`src/rtl/rr_arbiter4.sv`:
```
// Four-client round-robin arbiter driving a one-hot decoded grant with enable.
// Define RR_ARBITER4_TIMEOUT_EN to build in the MAX_HOLD forced-release counter.
module rr_arbiter4 #(
    parameter int MAX_HOLD = 16
) (
    input  logic       clk,
    input  logic       rst_n,
    input  logic [3:0] req,
    input  logic       done,
    output logic [3:0] gnt,
    output logic [1:0] gnt_idx,
    output logic       gnt_valid,
    output logic       timeout
);

    typedef enum logic {
        IDLE  = 1'b0,
        GRANT = 1'b1
    } state_t;

    state_t     state_q, state_d;
    logic [1:0] ptr_q, ptr_d;
    logic [1:0] gnt_idx_q, gnt_idx_d;
    logic       timeout_q, timeout_d;
    logic [1:0] pick;
    logic [1:0] cand;
    logic       found;
    logic       normal_release;
    logic       force_release;

`ifdef RR_ARBITER4_TIMEOUT_EN
    localparam logic [7:0] HoldLast = 8'(MAX_HOLD - 1);

    logic [7:0] hold_q, hold_d;

    assign force_release = (hold_q == HoldLast);

    always_comb begin
        hold_d = hold_q;
        if (state_q == IDLE) begin
            hold_d = 8'd0;
        end else if (!normal_release && !force_release) begin
            hold_d = hold_q + 8'd1;
        end
    end

    always_ff @(posedge clk or negedge rst_n) begin
        if (!rst_n) begin
            hold_q <= 8'd0;
        end else begin
            hold_q <= hold_d;
        end
    end
`else
    // Without the counter a grant never times out; the compare only keeps MAX_HOLD referenced.
    assign force_release = (MAX_HOLD < 0);
`endif

    // First requester at or after ptr, scanning upward with wrap.
    always_comb begin
        pick  = ptr_q;
        cand  = ptr_q;
        found = 1'b0;
        for (int i = 0; i < 4; i++) begin
            cand = ptr_q + 2'(i);
            if (!found && req[cand]) begin
                pick  = cand;
                found = 1'b1;
            end
        end
    end

    assign normal_release = done || !req[gnt_idx_q];

    always_comb begin
        state_d   = state_q;
        ptr_d     = ptr_q;
        gnt_idx_d = gnt_idx_q;
        timeout_d = 1'b0;
        case (state_q)
            IDLE: begin
                if (found) begin
                    gnt_idx_d = pick;
                    state_d   = GRANT;
                end
            end
            GRANT: begin
                if (normal_release || force_release) begin
                    state_d   = IDLE;
                    ptr_d     = gnt_idx_q + 2'd1;
                    timeout_d = !normal_release;
                end
            end
            default: state_d = IDLE;
        endcase
    end

    always_ff @(posedge clk or negedge rst_n) begin
        if (!rst_n) begin
            state_q   <= IDLE;
            ptr_q     <= 2'd0;
            gnt_idx_q <= 2'd0;
            timeout_q <= 1'b0;
        end else begin
            state_q   <= state_d;
            ptr_q     <= ptr_d;
            gnt_idx_q <= gnt_idx_d;
            timeout_q <= timeout_d;
        end
    end

    assign gnt_valid = (state_q == GRANT);
    assign gnt_idx   = gnt_idx_q;
    assign gnt       = gnt_valid ? (4'b0001 << gnt_idx_q) : 4'b0000;
    assign timeout   = timeout_q;

endmodule

```
`config.mk`:
```
export PLATFORM = sky130hd
export DESIGN_NAME = rr_arbiter4
export DESIGN_NICKNAME = d
export VERILOG_FILES = /design/src/rtl/rr_arbiter4.sv
export SDC_FILE = /design/constraint.sdc
export NUM_CORES = 1
export LEC_CHECK = 0
export BUFFER_PORTS_ARGS = -buffer_cell sky130_fd_sc_hd__buf_4
export CAP_MARGIN = 20
export CORE_AREA = 2 2 39 41
export DETAILED_ROUTE_END_ITERATION = 12
export DIE_AREA = 0 0 41 43
export RECOVER_POWER = 25
export SLEW_MARGIN = 20
export SYNTH_ARGS = -nofsm -noshare
export SYNTH_HDL_FRONTEND = slang
export SYNTH_SLANG_ARGS = --single-unit
```
`constraint.sdc`:
```
create_clock -name clk -period 2.2 [get_ports clk]
set_input_delay 0.22 -clock clk [delete_from_list [all_inputs] [get_ports clk]]
set_output_delay 0.22 -clock clk [all_outputs]
set_load 0.05 [all_outputs]
```
* Word-level counts from Yosys, hierarchy flattened *
Index checks and enable logic that the tools add are counted.
W data, S select, Z words.

word-level totals
  flip-flop bits (word level) = 6
  input bits = 7
  output and inout port bits = 8
  logic and storage cells = 49

operators by class
  add/sub/neg operators = 4
  $lt $le $gt $ge = 5
  shifts and indexed selects = 1
  muxes and demuxes = 23
  bitwise logic cells = 1
  reduce and logical (&&, ||, !) cells = 11

operators with widths
  operator               number
  $lt A2 B3 Y1 const B   5
  $mux W1                13
  $bmux W1 S2            5
  $mux W2                3
  $logic_not A1 Y1       5
  $add A2 B1 Y2 const B  2
  $add A2 B2 Y2 const B  2
  $mux W4                1
  $reduce_and A2 Y1      2
  $shl A1 B2 Y4 const A  1
  $logic_and A1 B1 Y1    3
  $pmux W1 S2            1
  $logic_or A1 B1 Y1     1
  $not A1 Y1             1

* Longest topological paths before layout *
  depth in word-level cells = 14
  mapped depth = 4
  gate-level depth less buffers = 4

* Worst setup path after synthesis *
OpenSTA, ideal clock, no wires.

  path type = register to register
  start point = register gnt_idx_q[0] (netlist: gnt_idx[0])
  end point = register ptr_q[0]
  arrival = 1.585 ns
  data required time = 2.075 ns
  setup slack = 0.490 ns
  cell stages (with the launch flop) = 5
  path buffers = 0
  period minus slack after synthesis = 1.710 ns
  path through = dfrtp_1 mux2i_1 or3_1 o211ai_2 mux2_4

between the ends
  word-level cells in the longest chain between the ends = 5
  elaborated cells on any way between the ends = 6

RTL lines
  element                             line  source
  start: declaration                  23    logic [1:0] gnt_idx_q, gnt_idx_d;
  start signal: assignment            107   gnt_idx_q <= gnt_idx_d;
  $bmux W1 S2                         73    assign normal_release = done || !req[gnt_idx_q];
  $mux W1 (implied by the code)       73
  $logic_not A1 Y1                    73
  $logic_or A1 B1 Y1                  73
  $reduce_and A2 Y1 (no source line)  -
  end signal: assignment              106   ptr_q <= ptr_d;
  end: declaration                    22    logic [1:0] ptr_q, ptr_d;

Several ways; a longest one is shown, not always the timed one. The select of a mux whose other input is x is not followed.
A chain may end at the register's enable or synchronous reset.

* Worst setup path in the final report *
  start point = register gnt_idx_q[0] (netlist: gnt_idx[0])
  end point = output port gnt[2]

between the ends
  word-level cells in the longest chain between the ends = 2

RTL lines
  element           line  source
  $shl A1 B2 Y4     114   assign gnt = gnt_valid ? (4'b0001 << gnt_idx_q) : 4'b0000;
  $mux W4           114
  end: declaration  10    output logic [3:0] gnt,

No other way between the ends.

==> metrics.yaml <==
status: "completed"
root_buffer: "clkbuf_4"
tns_ns: 0
synth_cells: 45
avgViaCountPerCell: 4.88
skew_ns: 0.00152
switching_power_uw: 462
reg2reg_from: "gnt_idx[0]"
syn_area_um2: 405
hold_class: "in2reg"
synth.distinct_cells: 21
yosysSeqAreaShare_pct: 30.9
maxCapViolations: 0
synth_edf_count: 0
final-seq-area_um2: 125
end_kind: "primary output"
synth-async-reset-ratio_pct: 100
yosys.area.top_type_share_pct: 30.9
switching_share_pct: 52.1
initial_core_util_pct: 29.3
synth_top_flop_cell: "dfrtp_1"
nFillCells: 144
grt_max_degree: 9
worst_ep_arrival_time_ns: 1.35
synthTopCellsByArea: "dfrtp_1 (31%), ha_1 (12%), o21ai_0 (7.4%), mux2_4 (7.4%), and2_1 (6.2%)"
grt_pass1_vias: 379
fp.dieH_um: 43
dieArea_um2: 1760
synth_nets: 56
final_nets: 74
reg2reg_depth: 4
pin_count: 15
p_int_uw: 426
rr_endpoint: "ptr_q[0]"
fmax_mhz: 639
die_w_um: 41
ant_nets: 0
holdWs_ns: 0.320
cts_setup_buffers: 0
criticalPathCategory: "reg2out"
route.detailed.drc: 0
p_per_area_nw_per_um2: 1620
min_to: "gnt_idx[1]"
wirelength_um: 884
grt_pass1_wl_mm: 1.44
synth_area_leader_cell: "dfrtp_1"
layout_min_cycle_time_ns: 1.57
start_kind: "flop"
whs_path_depth: 3
clock-sinks: 5
rsz0062_at_grt: "no"
vias: 381
clockBufferDepth: 2
crit_required_ns: 1.98
critPathMaxFanout: 6
rows: 14
ir_drop_v: 0.000421
port_buffers: 13
clkPwrFrac_pct: 12.3
drtPass1Iterations: 4
final_hold_viol_count: 0
r2r_setup_slack_ns: 0.72
p_leak_nw: 0.272
syn_avg_cell_area_um2: 9.01
grt-ovfl-total: 0
gp_congestion: 0.779
finalSetupViolations: 0
syn2layout_area_growth_pct: 35.2
worstHoldStart: "req[1]"
cts_made_buffers: 3
cts_tree: "yes"
utilization_pct: 39.6
drive_gt1_share_pct: 29.0
track_usage_pct: 12.1
yosys_warnings: 0
synth_most_common_cell: "o21ai_0"
period_share_pct: 71.2
multi_input_area_um2: 262
insertion_delay_ns: 0.25
n_antenna_cell: 0
power_uw: 888
synth_common_cells: "o21ai_0 (6), dfrtp_1 (5), and2_1 (4), ha_1 (4)"
combinationalPowerShare_pct: 62.8
antenna_found_initial: 0
drtIter0Drc: 4
core_area_um2: 1380
cts_resized: 0
path_clk_slew_ns: 0.04
slew_viol_final: 0
routedWlPerCell_um: 11.3
synth-seq-cells: 5
ctsHtreeMaxLevel: 1
seqPwrFrac_pct: 24.9
hpwlAfterDp_um: 702
[sequential cells by signal, indices dropped and copies added (netlist names)]
signal     cells
gnt_idx        2
gnt_valid      1
ptr_q          2
[stage by stage]
step           setup WS (ns)  cell area, um2  instances
3_5_place_dp           0.723             515         73
6_report               0.634             548         78
3_3_place_gp           0.745             515         73
4_1_cts                0.619             552         78
2_1_floorplan          0.490             405         45
5_1_grt                0.543             548         78
[how the worst max path moves through the flow]
stage | start | end | cells past startpoint
floorplan | gnt_idx[0] | ptr_q[0] | 4
global placement | gnt_idx[0] | ptr_q[1] | 4
detailed placement | gnt_idx[0] | ptr_q[1] | 4
CTS | gnt_idx[0] | gnt[2] | 4
global route | gnt_idx[0] | gnt[2] | 4
finish | gnt_idx[0] | gnt[2] | 4
[metal layers]
layer  routed length [um]  GRT usage, %  vias up
li1                     -             -      190
met1                  356          13.0      178
met2                  467          20.0       11
met3                   43          1.57        2
met4                   17          8.67        0
met5                    0             0        -
[timing repair]
| item | in CTS | in global routing |
|---|---|---|
| hold endpoints to repair | 5 | 0 |
| endpoints found under the setup margin | 0 | 0 |
| hold buffers | 1 | 0 |
[power by group through the flow]
stage	combinational, mW	clock (mW)	sequential, mW
final	0.557	0.109	0.221
after global routing	0.607	0.119	0.233
after CTS	0.561	0.111	0.221
after detailed placement	0.559	0	0.223
after global placement	0.557	0	0.223
after floorplan	0.326	0	0.297
[final cells by class]
cell class | count | share of cell area (%)
inverters | 3 | 2.05
well taps | 16 | 3.65
multi-input cells | 36 | 47.7
repair buffers | 14 | 18.9
clock buffers | 4 | 4.79
flip-flops and latches | 5 | 22.8
[placed cells by master (no fill, tap or decap), types with 2 or more instances in the layout]
cell      netlist  routed
o21ai_0         6       6
dfrtp_1         5       5
nor2b_1         2       2
buf_4           1      12
mux2_4          2       2
nor2_1          2       2
and2_1          4       4
clkbuf_4        0       3
ha_1            4       4
mux2i_1         2       2
clkbuf_1        0       2
nand2_1         2       2
inv_1           3       3
a21oi_1         3       3
[logic make-up after synthesis]
kind of cell               Yosys count  synth area share [%]
AOI/OAI and AO/OA                   14                  21.6
adders and majority gates            4                  12.3
buffers and inverters                4                  4.63
DFF                                  5                  30.9
muxes                                4                  12.3
other                                1                 0.925
and+or+nand+nor                     13                  17.3
[worst max-delay path, stage by stage, from the launching register on]
cell and delay [ns]:
dfrtp_1 0.44, inv_1 0.14, ha_1 0.21, and2_1 0.13, buf_4 0.18
(Power assumes the default switching activity.)
